$ cat config.mk
export PLATFORM = sky130hd
export DESIGN_NAME = uart_image_loader_flat
export DESIGN_NICKNAME = d
export VERILOG_FILES = /design/src/rtl/uart_image_loader_if.sv /design/src/rtl/uart_image_loader.sv /design/src/flat_wrapper.sv
export SDC_FILE = /design/constraint.sdc
export NUM_CORES = 1
export LEC_CHECK = 0
export CORE_MARGIN = 8
export CORE_UTILIZATION = 35
export CTS_BUF_LIST = sky130_fd_sc_hd__clkbuf_4
export DETAILED_ROUTE_END_ITERATION = 10
export DONT_BUFFER_PORTS = 1
export GPL_ROUTABILITY_DRIVEN = 1
export SLEW_MARGIN = 20
export SYNTH_ARGS = -nofsm -noshare
export SYNTH_HDL_FRONTEND = slang
export SYNTH_SLANG_ARGS = --single-unit
$ cat constraint.sdc
create_clock -name clk -period 3.4 [get_ports clk]
set_input_delay 0.17 -clock clk [delete_from_list [all_inputs] [get_ports clk]]
set_output_delay 0.17 -clock clk [all_outputs]
set_load 0.01 [all_outputs]
$ cat src/rtl/uart_image_loader_if.sv
// Byte-stream and BRAM write-port bundle for the UART image loader.
// The master side (loader) consumes rx bytes and drives the response and BRAM write port.
interface uart_image_loader_if #(
    parameter int unsigned ADDR_W = 10
) ();
    logic              rx_valid;
    logic [7:0]        rx_data;
    logic              tx_ready;
    logic              tx_valid;
    logic [7:0]        tx_data;
    logic              bram_wr_en;
    logic [ADDR_W-1:0] bram_wr_addr;
    logic [7:0]        bram_wr_data;

    modport master (
        input  rx_valid, rx_data, tx_ready,
        output tx_valid, tx_data, bram_wr_en, bram_wr_addr, bram_wr_data
    );

    modport slave (
        output rx_valid, rx_data, tx_ready,
        input  tx_valid, tx_data, bram_wr_en, bram_wr_addr, bram_wr_data
    );
endinterface

$ cat src/rtl/uart_image_loader.sv
// Frame parser: A5 5A header, PIX_NUM pixels into BRAM, 8-bit sum check, ACK/NAK reply.
// All outputs are registered; the comb process computes the next value of every register.
module uart_image_loader #(
    parameter int unsigned PIX_NUM        = 1024,
    parameter int unsigned TIMEOUT_CYCLES = 500_000
) (
    input  logic                clk,
    input  logic                rst,
    input  logic                bram_wr_start,
    uart_image_loader_if.master bus,
    output logic                load_busy,
    output logic                load_done,
    output logic                load_err
);
    localparam int unsigned CNT_W = $clog2(PIX_NUM);
    localparam int unsigned GAP_W = $clog2(TIMEOUT_CYCLES + 1);
    localparam logic [7:0]  HDR_A = 8'hA5;
    localparam logic [7:0]  HDR_B = 8'h5A;
    localparam logic [7:0]  ACK   = 8'h06;
    localparam logic [7:0]  NAK   = 8'h15;

    typedef enum logic [2:0] {S_IDLE, S_HDR0, S_HDR1, S_DATA, S_CSUM, S_RESP} state_t;

    state_t             r_state, w_state;
    logic [CNT_W-1:0]   r_cnt, w_cnt;
    logic [7:0]         r_sum, w_sum;
    logic [GAP_W-1:0]   r_gap, w_gap;
    logic               r_tx_valid, w_tx_valid;
    logic [7:0]         r_tx_data, w_tx_data;
    logic               r_wr_en, w_wr_en;
    logic [CNT_W-1:0]   r_wr_addr, w_wr_addr;
    logic [7:0]         r_wr_data, w_wr_data;
    logic               r_busy, w_busy;
    logic               r_done, w_done;
    logic               r_err, w_err;
    logic               w_timed;
    logic               w_timeout;

    always_ff @(posedge clk) begin
        if (rst) begin
            r_state    <= S_IDLE;
            r_cnt      <= '0;
            r_sum      <= '0;
            r_gap      <= '0;
            r_tx_valid <= 1'b0;
            r_tx_data  <= '0;
            r_wr_en    <= 1'b0;
            r_wr_addr  <= '0;
            r_wr_data  <= '0;
            r_busy     <= 1'b0;
            r_done     <= 1'b0;
            r_err      <= 1'b0;
        end else begin
            r_state    <= w_state;
            r_cnt      <= w_cnt;
            r_sum      <= w_sum;
            r_gap      <= w_gap;
            r_tx_valid <= w_tx_valid;
            r_tx_data  <= w_tx_data;
            r_wr_en    <= w_wr_en;
            r_wr_addr  <= w_wr_addr;
            r_wr_data  <= w_wr_data;
            r_busy     <= w_busy;
            r_done     <= w_done;
            r_err      <= w_err;
        end
    end

    // Inter-byte gap only matters once a header byte has been seen.
    assign w_timed   = (r_state == S_HDR1) || (r_state == S_DATA) || (r_state == S_CSUM);
    assign w_timeout = w_timed && (r_gap == GAP_W'(TIMEOUT_CYCLES));

    always_comb begin
        w_state    = r_state;
        w_cnt      = r_cnt;
        w_sum      = r_sum;
        w_gap      = '0;
        w_tx_valid = r_tx_valid;
        w_tx_data  = r_tx_data;
        w_wr_en    = 1'b0;
        w_wr_addr  = r_wr_addr;
        w_wr_data  = r_wr_data;
        w_done     = r_done;
        w_err      = r_err;

        if (w_timed) begin
            w_gap = bus.rx_valid ? '0 : r_gap + GAP_W'(1);
        end

        // Arm wins over timeout and over any byte arriving in the same cycle.
        if (bram_wr_start) begin
            w_state    = S_HDR0;
            w_cnt      = '0;
            w_sum      = '0;
            w_gap      = '0;
            w_tx_valid = 1'b0;
            w_done     = 1'b0;
            w_err      = 1'b0;
        end else if (w_timeout) begin
            w_state    = S_RESP;
            w_err      = 1'b1;
            w_tx_data  = NAK;
            w_tx_valid = 1'b1;
        end else begin
            case (r_state)
                S_IDLE: ;
                S_HDR0: begin
                    if (bus.rx_valid && bus.rx_data == HDR_A) w_state = S_HDR1;
                end
                S_HDR1: begin
                    if (bus.rx_valid) begin
                        if (bus.rx_data == HDR_B)      w_state = S_DATA;
                        else if (bus.rx_data != HDR_A) w_state = S_HDR0;
                    end
                end
                S_DATA: begin
                    if (bus.rx_valid) begin
                        w_wr_en   = 1'b1;
                        w_wr_addr = r_cnt;
                        w_wr_data = bus.rx_data;
                        w_sum     = r_sum + bus.rx_data;
                        if (r_cnt == CNT_W'(PIX_NUM - 1)) w_state = S_CSUM;
                        else                              w_cnt   = r_cnt + CNT_W'(1);
                    end
                end
                S_CSUM: begin
                    if (bus.rx_valid) begin
                        w_state    = S_RESP;
                        w_tx_valid = 1'b1;
                        if (bus.rx_data == r_sum) begin
                            w_done    = 1'b1;
                            w_tx_data = ACK;
                        end else begin
                            w_err     = 1'b1;
                            w_tx_data = NAK;
                        end
                    end
                end
                S_RESP: begin
                    if (r_tx_valid && bus.tx_ready) begin
                        w_tx_valid = 1'b0;
                        w_state    = S_IDLE;
                    end
                end
                default: w_state = S_IDLE;
            endcase
        end

        w_busy = (w_state == S_HDR0) || (w_state == S_HDR1) ||
                 (w_state == S_DATA) || (w_state == S_CSUM);
    end

    assign bus.tx_valid     = r_tx_valid;
    assign bus.tx_data      = r_tx_data;
    assign bus.bram_wr_en   = r_wr_en;
    assign bus.bram_wr_addr = r_wr_addr;
    assign bus.bram_wr_data = r_wr_data;
    assign load_busy        = r_busy;
    assign load_done        = r_done;
    assign load_err         = r_err;
endmodule
$ cat src/flat_wrapper.sv
// flat-port wrapper written by rule: the top's interface ports become plain ports
module uart_image_loader_flat 
#(
    parameter int unsigned PIX_NUM        = 1024,
    parameter int unsigned TIMEOUT_CYCLES = 500_000
)
  (clk, rst, bram_wr_start, load_busy, load_done, load_err, bus_rx_valid, bus_rx_data, bus_tx_ready, bus_tx_valid, bus_tx_data, bus_bram_wr_en, bus_bram_wr_addr, bus_bram_wr_data);
  uart_image_loader_if bus_i ();
  input  logic clk;
  input  logic rst;
  input  logic bram_wr_start;
  output logic load_busy;
  output logic load_done;
  output logic load_err;
  input wire logic [$bits(bus_i.rx_valid)-1:0] bus_rx_valid;
  input wire logic [$bits(bus_i.rx_data)-1:0] bus_rx_data;
  input wire logic [$bits(bus_i.tx_ready)-1:0] bus_tx_ready;
  output wire logic [$bits(bus_i.tx_valid)-1:0] bus_tx_valid;
  output wire logic [$bits(bus_i.tx_data)-1:0] bus_tx_data;
  output wire logic [$bits(bus_i.bram_wr_en)-1:0] bus_bram_wr_en;
  output wire logic [$bits(bus_i.bram_wr_addr)-1:0] bus_bram_wr_addr;
  output wire logic [$bits(bus_i.bram_wr_data)-1:0] bus_bram_wr_data;
  assign bus_i.rx_valid = bus_rx_valid;
  assign bus_i.rx_data = bus_rx_data;
  assign bus_i.tx_ready = bus_tx_ready;
  assign bus_tx_valid = bus_i.tx_valid;
  assign bus_tx_data = bus_i.tx_data;
  assign bus_bram_wr_en = bus_i.bram_wr_en;
  assign bus_bram_wr_addr = bus_i.bram_wr_addr;
  assign bus_bram_wr_data = bus_i.bram_wr_data;
  uart_image_loader #(.PIX_NUM(PIX_NUM), .TIMEOUT_CYCLES(TIMEOUT_CYCLES)) u_core (.clk(clk), .rst(rst), .bram_wr_start(bram_wr_start), .bus(bus_i), .load_busy(load_busy), .load_done(load_done), .load_err(load_err));
endmodule
* Word level (Yosys, flattened, before mapping)
Index checks and enable logic that the tools add are counted.
Cells by class: add/sub/neg operators 3, equality and inequality tests 18, multiplexer cells 24, bitwise logic cells 5, reduce and logical (&&, ||, !) cells 22
Operators by type and width (count):
- $mux 3 | 10
- $mux 8 | 3
- $add 19x1->19 const B | 1
- $eq 19x19->1 const B | 1
- $pmux 3 s6 | 1
- $eq 3x2->1 const B | 4
- $reduce_and 3->1 | 4
- $reduce_and 4->1 | 3
- $add 10x1->10 const B | 1
- $eq 10x10->1 const B | 1
- $eq 3x3->1 const B | 3
- $add 8x8->8 | 1
- $eq 8x7->1 const B | 1
- $eq 8x8->1 | 1
- $eq 8x8->1 const B | 1
- $mux 1 | 8
- $ne 8x8->1 const B | 1
- $reduce_or 4->1 | 2
- $eq 3x1->1 const B | 2
- $logic_or 1x1->1 | 5
- $mux 5 | 1
- $not 1->1 | 5
- $reduce_bool 2->1 | 2
- $logic_and 1x1->1 | 3
- other kinds (7) | 7
Storage, ports and cells: register bits after elaboration 71, logic and storage cells 84

* Longest topological paths before layout
depth in word-level cells 11, mapped depth 10, depth with buffers taken out 9

* Worst setup path after synthesis
No wires, ideal clock.
path kind register to register, start register u_core.r_gap[12], end register u_core.r_tx_data[1], in the netlist u_core.bus.tx_data[1], library setup time 0.128 ns, arrival time 1.730 ns, data required time 3.272 ns, slack 1.543 ns, stages on the path, launching flop included 7, path buffers 0, path through dfxtp_1 -> or4_4 -> nor3_4 -> nand2_4 -> a221oi_4 -> mux2i_1 -> nor2_1
On the way: longest elaborated chain between the ends 4, elaborated cells between the ends (all ways) 6
Ends and longest elaborated chain:
- from (decl) | line uart_image_loader.sv:27 | logic [GAP_W-1:0] r_gap, w_gap;
- from (signal assigned) | line uart_image_loader.sv:57 | r_gap <= w_gap;
- $eq 19x19->1 (*) | line uart_image_loader.sv:71 | assign w_timeout = w_timed && (r_gap == GAP_W'(TIMEOUT_CYCLES));
- $logic_and 1x1->1 (*) | line uart_image_loader.sv:71
- $reduce_bool 2->1 (no line)
- $reduce_and 3->1 (no line)
- to (signal assigned) | line uart_image_loader.sv:59 | r_tx_data <= w_tx_data;
- to (decl) | line uart_image_loader.sv:29 | logic [7:0] r_tx_data, w_tx_data;
Mark *: on every way between the ends. The rest lies on a longest branch, timed or not. A chain may end at the register's enable or synchronous reset.

* Worst setup path after layout
start register u_core.r_gap[12], end register u_core.r_wr_data[3], in the netlist u_core.bus.bram_wr_data[3]
On the way: longest elaborated chain between the ends 4
Ends and longest elaborated chain:
- $eq 19x19->1 | line uart_image_loader.sv:71
- $logic_and 1x1->1 | line uart_image_loader.sv:71
- $not 1->1 (no line)
- $reduce_and 4->1 (no line)
- to (signal assigned) | line uart_image_loader.sv:62 | r_wr_data <= w_wr_data;
- to (decl) | line uart_image_loader.sv:32 | logic [7:0] r_wr_data, w_wr_data;
Every way passes these cells.

==> summary.md <==
| Metric | Value |
|---|---|
| Status | `finished clean` |
| Pins Over Slew Limit | `0` |
| Router iterations before antenna repair | `4` |
| Die area | `between 0.01 and 0.015 sq mm` |
| Worst hold path type | `in -> reg` |
| Max-cap violation count | `0` |
| Worst slew pin tran | `0.909 ns` |
| Initial Util | `35.5%` |
| Clock Sink Count | `between 60 and 70` |
| Number of synthesized register bits | `66` |
| CTS tree | `done` |
| Maximum vdd ir drop | `between 0.15 and 0.2 mV` |
| Ant diodes | `0` |
| Seq/Total Area, Yosys | `between 40% and 50%` |
| Postcts setup bufs | `0` |
| Dominant synthesized flop cell | `dfxtp_1` |
| Area delta synth->final | `9.41%` |
| Post-synth top area share | `approximately 41%` |
| Synthesized cell area | `between 0.003 and 0.004 sq mm` |
| Leakage | `approximately 1.2 nW` |
| Final Critical Period | `approximately 2.9 ns` |
| Yosys warnings | `0` |
| Most frequent cells in the layout | `66 x dfxtp_1, 62 x nand2_1, 46 x nor2_1` |
| CP startpoint kind | `register` |
| Row count | `35` |
| Cell count after synthesis | `between 300 and 400` |
| Crit end category | `register` |
| Layout cells sized above 1 | `7.37%` |
| Root Driver | `clkbuf_4` |
| GRT Total Usage | `approximately an eighth` |
| Syn Area/Cell | `approximately 8.2 sq um` |
| Ports | `44` |
| Post-synth top area cell | `dfxtp_1` |
| Num CTS Buffers | `9` |
| Post_cts resized | `0` |
| Grt total ovfl | `0` |
| Die Y | `between 100 and 150 um` |
| Tcrit/Tclk final | `84.4%` |
| Die Wd | `between 100 and 150 um` |
| Post-synth cell types | `53` |
| Worst-path fanout max | `21` |
| Final HPWL DP | `between 5 and 6 mm` |
| Synth area leaders | `dfxtp_1 41%, nand2_1 7.2%, nor2_1 5.4%` |
| Drt initial violations | `84` |
| Final hold vios | `0` |
| Layout Nets | `426` |
| RSZ-0062 raised after global routing | `no` |
| CP required | `about 3.8 ns` |
| Core area | `~0.009 sq mm` |
| Total negative slack | `0 ns` |
| Crit Path Class | `reg -> reg` |
| Largest net degree at the start of global routing | `24` |
| Drt total wl | `7.10 mm` |
| Worst Path Arrival | `~3.2 ns` |
| Routability congestion estimate | `~0.80` |
| H-tree levels | `3` |
| Vias per cell | `5.08` |
| FMAX | `approximately 350 MHz` |
| Final setup fails | `0` |
| Final Util | `between 30% and 40%` |
| Skew-Pair Late Insertion Delay | `between 0.4 and 0.5 ns` |
| Post-CTS Hold Buffers | `12` |
| Slew Limit Headroom | `between 30 and 40%` |
| Drt drc | `0` |
| IO buf count | `0` |
| Longest Clk Path Bufs | `2` |
| DR vias | `between 2000 and 3000` |
| Vias in the first global route | `about 2400` |
| EDFF count, synth | `0` |
| Antenna-violating nets left | `0` |
| Fraction of registers with async set or reset after synthesis | `0%` |
| Worst Clk Skew | `around 0.013 ns` |
| Avg WL per Cell | `between 10 and 15 um` |
| Pwr dens | `about 370 mW/mm^2` |
| First-pass GRT wire length | `between 10 and 15 mm` |
| Worst-path clk slew | `between 0.1 and 0.15 ns` |
| Initial antenna violation count | `0` |
| Most common cell after layout, fill and taps aside | `dfxtp_1` |
==> stage by stage <==
step                      setup WS [ns]  instance area (sq um)  std cells  power (mW)  hold WS, ns
final                             0.529                   3520        518        1.29       0.0241
after global routing              0.280                   3520        518        1.35       0.0126
after CTS                         0.494                   3520        518        1.31      0.00309
after detailed placement           1.05                   3280        490       0.832        0.240
after global placement             1.13                   3280        490       0.831        0.238
after floorplan                    1.54                   3230        395       0.833        0.306
==> where the power goes <==
part           switching [mW]  internal, mW
logic                  0.0283        0.0240
registers             0.00371         0.775
clock network           0.300         0.160
total                   0.332         0.958
==> sequential cells by signal (all words and copies together) (netlist names) <==
name and count:
u_core.bus.bram_wr_en 1, u_core.r_gap 19, u_core.bus.bram_wr_data 8, u_core.bus.tx_data 3
u_core.load_done 1, u_core.r_cnt 10, u_core.load_busy 1, u_core.r_sum 8
u_core.r_state 3, u_core.load_err 1, u_core.bus.bram_wr_addr 10, u_core.bus.tx_valid 1
==> layer usage <==
layer	global-route usage [%]	vias up	wire [um]
met5	0	-	0
met4	4.19	0	89
li1	-	1353	-
met3	4.65	7	383
met1	13.2	1227	3270
met2	19.6	44	3360
==> synth_stat cells, drive strengths merged (3+ instances only) <==
cell / number
dfxtp: 66
nand2: 64
nor2: 46
a21oi: 34
nand3: 21
inv: 13
xnor2: 13
xor2: 13
buf: 11
ha: 10
o21ai: 10
clkbuf: 9
nor3: 9
mux2i: 7
nand4: 6
nor2b: 6
and3: 5
or3: 5
a31oi: 4
nand2b: 4
nor4: 3
o211ai: 3
or2: 3
or4: 3
==> cells by family after synthesis <==
logic type	synth area share, %
DFF	41.0
other	0.116
AOI/OAI and AO/OA	11.7
buffers and inverters	5.09
muxes	2.53
adders and majority gates	4.51
xor gates and xnor gates	7.07
and+or+nand+nor	27.9
==> worst max-delay path, cell delays in order (launching register included) <==
cell	delay [ns]
dfxtp_1	0.37
or4_4	0.56
nor3_4	0.22
a21oi_2	0.09
buf_4	0.22
nand2b_1	0.52
nand2_1	0.12
a21oi_1	0.16
dlygate4sd3_1	0.56
==> area by class of cell <==
type / count / area, sq um
Clock inverter: 6 / 42.5
Clock buffer: 10 / 75.1
Timing Repair Buffer: 16 / 150
Multi-Input combinational cell: 296 / 1750
Inverter: 13 / 48.8
Sequential cell: 66 / 1320
Tap cell: 111 / 139
Fill cell: 917 / 5540
==> worst paths after layout <==
check	from	end	slack [ns]	cells after the start
setup / recovery	u_core.r_gap[12]	u_core.bus.bram_wr_data[3]	0.53	8
setup reg to reg	u_core.r_gap[12]	u_core.bus.bram_wr_data[3]	0.53	8
hold / removal	bram_wr_start	u_core.r_state[0]	0.02	3
hold reg to reg	u_core.r_sum[6]	u_core.r_sum[6]	0.49	2
No activity file was read; power rests on OpenSTA's default activity.
